**src/rtl/multi_timer_pkg.sv**
```systemverilog
// Shared register map, CTRL field positions, mode encodings and FSM states for multi_timer.
// Build option: MULTI_TIMER_PRESCALE_EN enables the CTRL[7:4] tick prescaler.
package multi_timer_pkg;

   localparam logic [3:0] OFF_CTRL   = 4'h0;
   localparam logic [3:0] OFF_PRESET = 4'h4;
   localparam logic [3:0] OFF_COUNT  = 4'h8;

   localparam int CTRL_EN      = 0;
   localparam int CTRL_MODE_LO = 1;
   localparam int CTRL_MODE_HI = 2;
   localparam int CTRL_IM      = 3;
   localparam int CTRL_PS_LO   = 4;
   localparam int CTRL_PS_HI   = 7;

   localparam logic [1:0] MODE_ONESHOT = 2'b00;
   localparam logic [1:0] MODE_RELOAD  = 2'b01;

   localparam logic [1:0] ST_IDLE = 2'd0;
   localparam logic [1:0] ST_LOAD = 2'd1;
   localparam logic [1:0] ST_CNT  = 2'd2;
   localparam logic [1:0] ST_INT  = 2'd3;

`ifdef MULTI_TIMER_PRESCALE_EN
   localparam logic [7:0] CTRL_WMASK = 8'hFF;
`else
   localparam logic [7:0] CTRL_WMASK = 8'h0F;
`endif

   // Register index as seen on addr[3:2].
   function automatic logic [1:0] reg_index(input logic [3:0] off);
      return off[3:2];
   endfunction

endpackage

```
**src/rtl/multi_timer_channel.sv**
```systemverilog
// timer_channel: one timer with CTRL/PRESET/COUNT registers and IDLE/LOAD/CNT/INT FSM.
// Build option: MULTI_TIMER_PRESCALE_EN adds a 15-bit per-channel tick prescaler.
module timer_channel
   import multi_timer_pkg::*;
#(
   parameter int WIDTH = 32
) (
   input  logic        clk,
   input  logic        reset,
   input  logic        we,
   input  logic [1:0]  reg_sel,
   input  logic [31:0] wdata,
   output logic [31:0] rdata,
   output logic        irq
);

   localparam logic [1:0]       SEL_CTRL   = reg_index(OFF_CTRL);
   localparam logic [1:0]       SEL_PRESET = reg_index(OFF_PRESET);
   localparam logic [1:0]       SEL_COUNT  = reg_index(OFF_COUNT);
   localparam logic [WIDTH-1:0] ONE        = {{(WIDTH-1){1'b0}}, 1'b1};

   logic [7:0]       ctrl_q, ctrl_d;
   logic [WIDTH-1:0] preset_q, preset_d;
   logic [WIDTH-1:0] count_q, count_d;
   logic [1:0]       state_q, state_d;
   logic             irq_q, irq_d;
   logic             wr_ctrl, wr_preset, auto_mode, tick;
   logic [31:0]      preset_ext, count_ext;
   logic             unused_wdata;

   assign unused_wdata = ^wdata;

`ifdef MULTI_TIMER_PRESCALE_EN
   logic [14:0] ps_cnt_q, ps_cnt_d, ps_mask;

   // Prescale counter runs only while counting; a tick fires when its low PS bits are all ones.
   always_comb begin
      ps_mask = (15'd1 << ctrl_q[CTRL_PS_HI:CTRL_PS_LO]) - 15'd1;
      tick    = (ps_cnt_q & ps_mask) == ps_mask;
      if (state_q == ST_LOAD) begin
         ps_cnt_d = 15'd0;
      end else if (state_q == ST_CNT) begin
         ps_cnt_d = ps_cnt_q + 15'd1;
      end else begin
         ps_cnt_d = ps_cnt_q;
      end
   end

   always_ff @(posedge clk) begin
      if (reset) ps_cnt_q <= 15'd0;
      else       ps_cnt_q <= ps_cnt_d;
   end
`else
   assign tick = 1'b1;
`endif

   // Register writes and FSM next state; a CTRL write at expiry wins over entering INT.
   always_comb begin
      wr_ctrl   = we && (reg_sel == SEL_CTRL);
      wr_preset = we && (reg_sel == SEL_PRESET);
      auto_mode = ctrl_q[CTRL_MODE_HI:CTRL_MODE_LO] == MODE_RELOAD;
      ctrl_d    = wr_ctrl ? (wdata[7:0] & CTRL_WMASK) : ctrl_q;
      preset_d  = wr_preset ? wdata[WIDTH-1:0] : preset_q;
      count_d   = count_q;
      state_d   = state_q;
      case (state_q)
         ST_IDLE: begin
            if (ctrl_q[CTRL_EN]) state_d = ST_LOAD;
            else                 state_d = ST_IDLE;
         end
         ST_LOAD: begin
            count_d = preset_q;
            state_d = ST_CNT;
         end
         ST_CNT: begin
            if (!ctrl_q[CTRL_EN]) begin
               state_d = ST_IDLE;
            end else if (!tick) begin
               state_d = ST_CNT;
            end else if (count_q > ONE) begin
               count_d = count_q - ONE;
            end else begin
               count_d = {WIDTH{1'b0}};
               if (wr_ctrl) begin
                  state_d = ST_IDLE;
               end else begin
                  state_d = ST_INT;
                  if (!auto_mode) ctrl_d[CTRL_EN] = 1'b0;
                  else            ctrl_d[CTRL_EN] = ctrl_q[CTRL_EN];
               end
            end
         end
         ST_INT: begin
            if (auto_mode)    state_d = ST_LOAD;
            else if (wr_ctrl) state_d = ST_IDLE;
            else              state_d = ST_INT;
         end
         default: state_d = ST_IDLE;
      endcase
      irq_d = (state_d == ST_INT) && ctrl_d[CTRL_IM];
   end

   // State registers with synchronous reset.
   always_ff @(posedge clk) begin
      if (reset) begin
         ctrl_q   <= 8'd0;
         preset_q <= {WIDTH{1'b0}};
         count_q  <= {WIDTH{1'b0}};
         state_q  <= ST_IDLE;
         irq_q    <= 1'b0;
      end else begin
         ctrl_q   <= ctrl_d;
         preset_q <= preset_d;
         count_q  <= count_d;
         state_q  <= state_d;
         irq_q    <= irq_d;
      end
   end

   // Zero-extended read mux for this channel.
   always_comb begin
      preset_ext             = 32'd0;
      preset_ext[WIDTH-1:0]  = preset_q;
      count_ext              = 32'd0;
      count_ext[WIDTH-1:0]   = count_q;
      case (reg_sel)
         SEL_CTRL:   rdata = {24'd0, ctrl_q};
         SEL_PRESET: rdata = preset_ext;
         SEL_COUNT:  rdata = count_ext;
         default:    rdata = 32'd0;
      endcase
   end

   assign irq = irq_q;

endmodule

```
**src/rtl/multi_timer.sv**
```systemverilog
// multi_timer: CHANNELS independent timer_channel instances with address decode and read mux.
// Build option: MULTI_TIMER_PRESCALE_EN (see multi_timer_pkg).
module multi_timer
   import multi_timer_pkg::*;
#(
   parameter int CHANNELS = 2,
   parameter int WIDTH    = 32
) (
   input  logic                clk,
   input  logic                reset,
   input  logic [6:0]          addr,
   input  logic                we,
   input  logic [31:0]         wdata,
   output logic [31:0]         rdata,
   output logic [CHANNELS-1:0] irq
);

   logic [2:0]  ch_sel;
   logic [1:0]  reg_sel;
   logic [31:0] ch_rdata [CHANNELS];
   logic        unused_addr;

   assign ch_sel      = addr[6:4];
   assign reg_sel     = addr[3:2];
   assign unused_addr = ^addr[1:0];

   generate
      for (genvar i = 0; i < CHANNELS; i++) begin : g_ch
         timer_channel #(.WIDTH(WIDTH)) u_ch (
            .clk     (clk),
            .reset   (reset),
            .we      (we && (ch_sel == 3'(i))),
            .reg_sel (reg_sel),
            .wdata   (wdata),
            .rdata   (ch_rdata[i]),
            .irq     (irq[i])
         );
      end
   endgenerate

   // Unpopulated channel slots fall through to zero.
   always_comb begin
      rdata = 32'd0;
      for (int i = 0; i < CHANNELS; i++) begin
         rdata = rdata | ((ch_sel == 3'(i)) ? ch_rdata[i] : 32'd0);
      end
   end

endmodule

```
**config.mk**
```make
export PLATFORM = sky130hd
export DESIGN_NAME = multi_timer
export DESIGN_NICKNAME = d
export VERILOG_FILES = /design/src/rtl/multi_timer_pkg.sv /design/src/rtl/multi_timer_channel.sv /design/src/rtl/multi_timer.sv
export SDC_FILE = /design/constraint.sdc
export NUM_CORES = 1
export LEC_CHECK = 0
export CAP_MARGIN = 20
export CORE_MARGIN = 4
export CORE_UTILIZATION = 30
export CTS_CLUSTER_DIAMETER = 50
export DETAILED_ROUTE_END_ITERATION = 6
export PLACE_DENSITY = 0.48
export SLEW_MARGIN = 25
export SYNTH_ARGS = -nofsm -noshare
export SYNTH_HDL_FRONTEND = slang
export SYNTH_SLANG_ARGS = --single-unit
export TNS_END_PERCENT = 20
```
**constraint.sdc**
```tcl
create_clock -name clk -period 3.83 [get_ports clk]
set_input_delay 1.149 -clock clk [delete_from_list [all_inputs] [get_ports clk]]
set_output_delay 1.149 -clock clk [all_outputs]
set_load 0.02 [all_outputs]
```
==> impl_summary.txt, run 1 <==
----------------------------------------------------
[STA]
  Final count of negative-setup-slack endpoints ... 0
  Max_slew headroom ... 0.348
  Fin crit share ... 0.994
  Setup repair after global routing missed its margin ... yes
  Min Tclk post-route ... 3.81 ns
  Final count of pins violating max slew ... 0
  Worst hold slack ... 0.467 ns
  Setup TNS after final layout ... 0 ns
  Highest clock frequency the design can meet ... 0.263 GHz
  Worst clock skew on the final layout ... 0.0135 ns
  Count of endpoints failing hold in the final timing report ... 0
  Worst Max-Slew Pin Slew ... 0.979 ns

[Clocking]
  Clock sink count ... 142
  Root buffer selected by CTS ... clkbuf_16
  Clock transition at the registers of the reported paths ... 0.06 ns
  Later-pin clock latency in the skew report ... 0.43 ns
  H-tree depth ... 4
  Number of buffers on the longest clock path ... 2
  TritonCTS buffer count ... 17
  CTS tree ... done

[Cells and area]
  Diode insertion count for antenna repair ... 0
  Number of nets in the layout ... 1176
  Filler cell count in the final layout ... 2792
  Most common cell after layout, fill and taps aside ... nand2_1
  Syn-to-layout area delta ... 23.9%
  Footprint of the multi-input gates ... 0.00471 sq mm
  Fraction of final layout cells with drive strength greater than 1 ... 0.136
  Commonest non-fill, non-tap cells in the layout ... 179 x nand2_1, 142 x dfxtp_1, 129 x a21oi_1, 74 x nor2_1, 65 x a22oi_1
  Area used by sequential logic in the layout ... 0.00284 sq mm

[Floorplanning]
  Starting utilization of the core area ... 0.304
  Die extent in y ... 170 um
  Row cnt ... 59
  Width of the die ... 170 um
  Num ports ... 76
  Die area ... 0.0290 sq mm
  Placeable core region ... 0.0260 sq mm

[Critical path]
  Most Frequent Cell on Critical Path ... buf_12
  Worst-path cell chain ... clkdlybuf4s50_1 > or3_4 > buf_12 > buf_12 > o22ai_1 > buf_2
  Crit end category ... output pin
  Type of the worst setup path ... input port to output pin
  Startpoint type of the worst setup path ... input port
  Crit-path slowest cell ... clkdlybuf4s50_1
  Largest driver fanout on the critical path ... 26
  Category of cells accounting for the largest share of critical-path delay ... buffers and inverters
  Worst EP required ... 2.68 ns
  Longest individual stage delay on the worst path ... 0.45 ns
  Arrival time at the worst endpoint ... 2.66 ns
  Crit path buf inv count ... 4

[Global routing]
  Global-route usage over all layers ... 0.208
  Number of antenna violations at the first check in global routing ... 0
  Remaining global-route overflow ... 0
  Vias in the first global route ... 7761
  Global-route wire length before repair ... 47300 um
  Maximum number of pins on one net before global-route repair ... 56

[Flow run]
  Number of maximum-capacitance constraint violations ... 0

[Routing]
  Number of design rule violations left after detail routing ... 0
  First-pass iteration count of the detailed router ... 5
  Average wire per cell in the routed design ... 21.0 um
  Post-route antenna net violation count ... 0
  Wire length reported by the detailed router ... 31000 um
  Number of vias after detailed routing ... 8372
  Vias/cell ... 5.66
  First-iteration detailed-routing DRC count ... 794

[Placement]
  Total half-perimeter wirelength after legalization and detailed placement ... 22200 um
  Final GP Congestion ... 0.867
  Number of input and output port buffers inserted ... 73

[Synth]
  Flip-flop cell with the highest count after synthesis ... dfxtp_1
  Mean post-synth cell area ... 7.37 sq um
  Share of flip-flops with an asynchronous set or reset ... 0
  Post-synthesis net count ... 1120
  Portion of the post-synthesis area used by sequential elements ... 0.359
  Number of standard cells after synthesis ... 1074
  Number of register bits inferred by synthesis ... 142
  Count of flip-flops with a built-in enable after synthesis ... 0
  Distinct cell type count of the synthesized netlist ... 65
  Post-synthesis instance area ... 0.00791 sq mm
  Ys Warns ... 0

[Pwr]
  Worst VDD drop ... 205 uV
  Total power per unit cell area ... 343 mW/mm^2
  LEAKAGE ... 3.27 nW
  Overall Power ... 0.00337 W

[Status]
  Status ... finished, final reports clean

[Worst hold path]
  Worst min-delay path class ... register to register

----------------------------------------------------
==> timing repair <==
item	4_1_cts	5_1_grt
endpoints found under the setup margin	32	18
hold buffers	0	0
resized for setup	134	6
buffers inserted	1	0
pin swaps	0	0
cloned	1	0
==> final timing paths <==
path / from / end / slack [ns] / depth (start not counted)
min: g_ch[1].u_ch.ctrl_q[2] / g_ch[1].u_ch.ctrl_q[2] / 0.47 / 2
min reg2reg: g_ch[1].u_ch.ctrl_q[2] / g_ch[1].u_ch.ctrl_q[2] / 0.47 / 2
max: addr[6] / rdata[22] / 0.02 / 6
max reg2reg: g_ch[1].u_ch.count_ext[0] / g_ch[1].u_ch.count_ext[23] / 1.01 / 8
==> layer usage <==
metal / routed length [um] / global-route usage / vias up
li1: - / - / 4073
met1: 14500 / 0.296 / 4064
met2: 14900 / 0.338 / 217
met3: 1220 / 0.0281 / 18
met4: 350 / 0.0441 / 0
met5: 0 / 0 / -
==> power breakdown <==
part,leakage [nW],switching [W],internal [W]
Clock,0.262,0.000699,0.000961
Combinational,1.87,0.000124,0.0000920
Sequential,1.14,0.00000691,0.00148
Total,3.27,0.000830,0.00254
==> worst reg2reg max path: cells and delay by family, from the launching register on <==
| kind | cells | cell delay [ns] |
|---|---|---|
| compound gates | 3 | 0.81 |
| simple gates | 2 | 0.79 |
| flops | 1 | 0.44 |
| buf+inv | 2 | 0.43 |
| fa+ha+maj | 1 | 0.25 |
==> cells by family after synthesis <==
| family | share of synthesized area |
|---|---|
| AO/OA/AOI/OAI | 0.288 |
| adder cells (fa/ha/maj) | 0.00633 |
| buffers and inverters | 0.0577 |
| multiplexers | 0.0152 |
| flip-flops | 0.359 |
| XOR/XNOR | 0.00443 |
| AND/OR/NAND/NOR | 0.269 |
==> final cells by class <==
cell class	instances	area share
clock buffer	19	0.0442
clock inverter	13	0.0144
inverter	19	0.00728
multi-input combinational	818	0.480
sequential	142	0.290
tap	335	0.0428
timing repair buffer	132	0.121
==> flip-flops by register name (all words and copies together) (netlist names) <==
signal	count
g_ch.u_ch.count_ext	64
g_ch.u_ch.ctrl_q	8
g_ch.u_ch.irq	2
g_ch.u_ch.preset_ext	64
g_ch.u_ch.state_q	4
==> cell usage after synthesis, types with 3 or more instances <==
cell type / count / area [sq um]
nor2b_1: 13 / 81.3
or3_1: 3 / 18.8
mux2i_1: 12 / 120
and3_1: 15 / 93.8
inv_1: 18 / 67.6
buf_2: 11 / 55.1
o211ai_1: 5 / 37.5
nor4_1: 27 / 169
xor2_1: 3 / 26.3
nor2_1: 77 / 289
ha_1: 4 / 50.1
a32oi_1: 16 / 140
o32ai_1: 8 / 70.1
nand2_1: 179 / 672
nor3_1: 36 / 180
or4_1: 7 / 52.6
o21ai_1: 4 / 20.0
a21oi_1: 132 / 661
nor3b_1: 3 / 22.5
nand4_1: 8 / 50.1
a31oi_1: 19 / 119
clkbuf_1: 75 / 282
nor3_2: 3 / 30.0
nand2b_1: 9 / 56.3
a22oi_1: 65 / 488
o22ai_1: 35 / 219
and2_1: 3 / 18.8
o21ai_0: 46 / 230
buf_1: 6 / 22.5
a221oi_1: 8 / 70.1
dfxtp_1: 142 / 2840
nor4b_1: 3 / 26.3
nand3_1: 28 / 140
nand3b_1: 5 / 37.5
a211oi_1: 4 / 30.0
or2_2: 3 / 18.8
==> metrics by stage <==
step	instances	setup slack [ns]	utilization	cell area, sq um
floorplan	1074	0.0546	-	7910
global placement	1444	-0.558	0.355	9230
detailed placement	1444	-0.575	0.355	9230
CTS	1478	0.0121	0.377	9800
global route	1478	-0.0195	0.377	9800
finish	1478	0.0217	0.377	9800
(Power assumes the default switching activity.)
==> run 2, diff against run 1 <==
- CTS_CLUSTER_DIAMETER: 50 -> 100
- SKIP_LAST_GASP: default -> 1
==> run 2 against run 1 <==
  * The flow now finishes with violations (setup timing)
  * Via count about the same
  * Register-to-register slack worse by 0.02 ns
  * Maximum frequency down 2.0%
  * Flip-flop and latch count unchanged
  * Wire length up 0.24%
  * Power up 0.21%
  * Global-route usage about the same
  * Worst hold slack better by 0.00062 ns
  * Critical endpoint is now rdata[2]
  * Largest cell class unchanged
  * Largest power group unchanged
==> impl_summary.txt, run 2 (synthesis results as in run 1) <==
----------------------------------------------------
[Critical path]
  Crit-path slowest cell ... clkdlybuf4s50_1
  Worst EP required ... 2.68 ns (about the same)
  Crit end category ... output pin
  Type of the worst setup path ... input port to output pin
  Arrival time at the worst endpoint ... 2.74 ns (+0.08 ns)
  Longest individual stage delay on the worst path ... 0.44 ns (about the same)
  Largest driver fanout on the critical path ... 26 (unchanged)
  Worst-path cell chain ... clkdlybuf4s50_1 > or3_1 > buf_12 > o22ai_1 > clkdlybuf4s15_2
  Startpoint type of the worst setup path ... input port

[Floorplanning]
  Num ports ... 76 (unchanged)
  Placeable core region ... 0.0260 sq mm (unchanged)
  Die area ... 0.0290 sq mm (unchanged)
  Width of the die ... 170 um (unchanged)
  Die extent in y ... 170 um (unchanged)
  Starting utilization of the core area ... 0.304 (unchanged)
  Row cnt ... 59 (unchanged)

[Cells and area]
  Fraction of final layout cells with drive strength greater than 1 ... 0.136 (unchanged)
  Diode insertion count for antenna repair ... 0 (unchanged)
  Final standard cell area without fillers ... 0.00982 sq mm (+0.22%)
  Commonest non-fill, non-tap cells in the layout ... 179 x nand2_1, 142 x dfxtp_1, 129 x a21oi_1, 74 x nor2_1, 65 x a22oi_1
  Most common cell after layout, fill and taps aside ... nand2_1
  Number of nets in the layout ... 1176 (unchanged)
  Syn-to-layout area delta ... 24.2%

[Clocking]
  Number of buffers on the longest clock path ... 2 (unchanged)
  Root buffer selected by CTS ... clkbuf_16
  H-tree depth ... 4 (unchanged)
  TritonCTS buffer count ... 17 (unchanged)
  Later-pin clock latency in the skew report ... 0.43 ns (about the same)
  CTS tree ... done
  Clock sink count ... 142 (unchanged)
  Clock transition at the registers of the reported paths ... 0.06 ns (about the same)

[Routing]
  First-pass iteration count of the detailed router ... 5 (unchanged)
  Average wire per cell in the routed design ... 21.0 um (+0.24%)
  Number of design rule violations left after detail routing ... 0 (unchanged)
  Number of vias after detailed routing ... 8365 (-0.084%)
  Vias/cell ... 5.66 (about the same)
  Post-route antenna net violation count ... 0 (unchanged)
  Wire length reported by the detailed router ... 31000 um (+0.24%)
  First-iteration detailed-routing DRC count ... 813 (+2.4%)

[STA]
  Min Tclk post-route ... 3.89 ns (+0.0776 ns)
  Fin crit share ... 1.01 (+0.0203)
  Highest clock frequency the design can meet ... 0.257 GHz (-2.0%)
  Max_slew headroom ... 0.344 (-0.00352)
  Final count of negative-setup-slack endpoints ... 4 (+4)
  Setup slack of the critical path after layout ... -0.0559 ns (-0.0776 ns)
  Worst Max-Slew Pin Slew ... 0.984 ns (+0.00528 ns)
  Count of endpoints failing hold in the final timing report ... 0 (unchanged)
  Setup TNS after final layout ... -0.0878 ns (-0.0878 ns)
  Worst clock skew on the final layout ... 0.0151 ns (+0.00155 ns)
  Setup repair after global routing missed its margin ... yes
  Final count of pins violating max slew ... 0 (unchanged)

[Pwr]
  Cell-internal power ... 0.00254 W (about the same)
  Sequential cell fraction of total power ... 0.442 (about the same)
  LEAKAGE ... 3.26 nW (-0.31%)
  Comb pwr share ... 0.064 (about the same)
  Total power per unit cell area ... 343 mW/mm^2 (about the same)
  Net switching power of the design ... 0.000837 W (+0.86%)
  Worst VDD drop ... 205 uV (about the same)
  Net switching fraction of the power ... 0.248 (+0.00160)
  Clock group share of total power ... 0.494 (about the same)

[Global routing]
  Maximum number of pins on one net before global-route repair ... 56 (unchanged)
  Vias in the first global route ... 7761 (unchanged)
  Number of antenna violations at the first check in global routing ... 0 (unchanged)
  Remaining global-route overflow ... 0 (unchanged)
  Global-route usage over all layers ... 0.208 (about the same)
  Global-route wire length before repair ... 47300 um (about the same)

[Placement]
  Final GP Congestion ... 0.867 (unchanged)
  Total half-perimeter wirelength after legalization and detailed placement ... 22200 um (unchanged)
  Number of input and output port buffers inserted ... 73 (unchanged)
  Placed instance area ... 0.00923 sq mm (unchanged)

[Status]
  Violated checks ... setup timing
  Status ... finished, violations left

[Worst hold path]
  Worst min-delay path class ... register to register

[Flow run]
  Number of maximum-capacitance constraint violations ... 0 (unchanged)

----------------------------------------------------
==> run 2: cell count changes in the layout (fill, tap and decap cells not counted), moves of 2 or more <==
| cell | change |
|---|---|
| buf_2 | -4 |
| clkdlybuf4s15_2 | +4 |
| buf_4 | -2 |
| clkbuf_2 | +2 |
==> run 2: worst paths after layout <==
check                                 start                          to  slack (ns)  cells after the start
hold / removal       g_ch[1].u_ch.ctrl_q[2]      g_ch[1].u_ch.ctrl_q[2]        0.47                      2
setup / recovery                    addr[6]                    rdata[2]       -0.06                      5
hold reg to reg      g_ch[1].u_ch.ctrl_q[2]      g_ch[1].u_ch.ctrl_q[2]        0.47                      2
setup reg to reg  g_ch[1].u_ch.count_ext[0]  g_ch[1].u_ch.count_ext[23]        0.99                      8
==> run 2: metrics by stage <==
| step | power, W | utilization | hold WS [ns] | worst slack, ns | instances |
|---|---|---|---|---|---|
| after global routing | 0.00348 | 0.378 | 0.500 | -0.0826 | 1478 |
| after CTS | 0.00340 | 0.379 | 0.468 | -0.0830 | 1478 |
| after global placement | 0.00173 | 0.355 | 0.454 | -0.558 | 1444 |
| final | 0.00337 | 0.378 | 0.468 | -0.0559 | 1478 |
| after detailed placement | 0.00173 | 0.355 | 0.460 | -0.575 | 1444 |
| after floorplan | 0.00161 | - | 0.444 | 0.0546 | 1074 |
==> run 2: cell type report <==
cell class	instances	area, sq um
Clock buffer	19	433
Sequential cell	142	2840
Fill cell	2789	16200
Clock inverter	13	141
Tap cell	335	419
Multi-Input combinational cell	818	4710
Inverter	19	71.3
Timing Repair Buffer	132	1210
==> run 2: layer usage <==
layer | share of wire | routed length [um] | track usage
met1 | 0.48 | 14800 | 0.296
met2 | 0.47 | 14700 | 0.338
met3 | 0.038 | 1180 | 0.0281
met5 | 0 | 0 | 0
met4 | 0.013 | 393 | 0.0441
==> run 2: critical path, delay by kind of cell <==
family | cells | cell delay, ns
and+or+nand+nor | 1 | 0.44
AOI/OAI and AO/OA | 1 | 0.22
buffers and inverters | 3 | 0.92
==> run 2: power by group through the flow <==
stage                     clock, W  combinational, W  sequential (W)
after floorplan                  0         0.0000871         0.00152
after global placement           0          0.000205         0.00152
after detailed placement         0          0.000205         0.00152
after CTS                  0.00170          0.000214         0.00149
after global routing       0.00176          0.000229         0.00149
final                      0.00167          0.000216         0.00149
==> run 2: what timing repair did <==
action | 4_1_cts | 5_1_grt
setup endpoints to repair | 32 | 22
gates cloned | 1 | 0
setup buffers | 1 | 0
hold buffers | 0 | 0
gates resized for setup | 125 | 7
==> run 3, diff against run 2 <==
- CTS_CLUSTER_SIZE: default -> 25
==> results of run 3 <==
No change in the layout: final DEF, timing and power equal those of run 2.
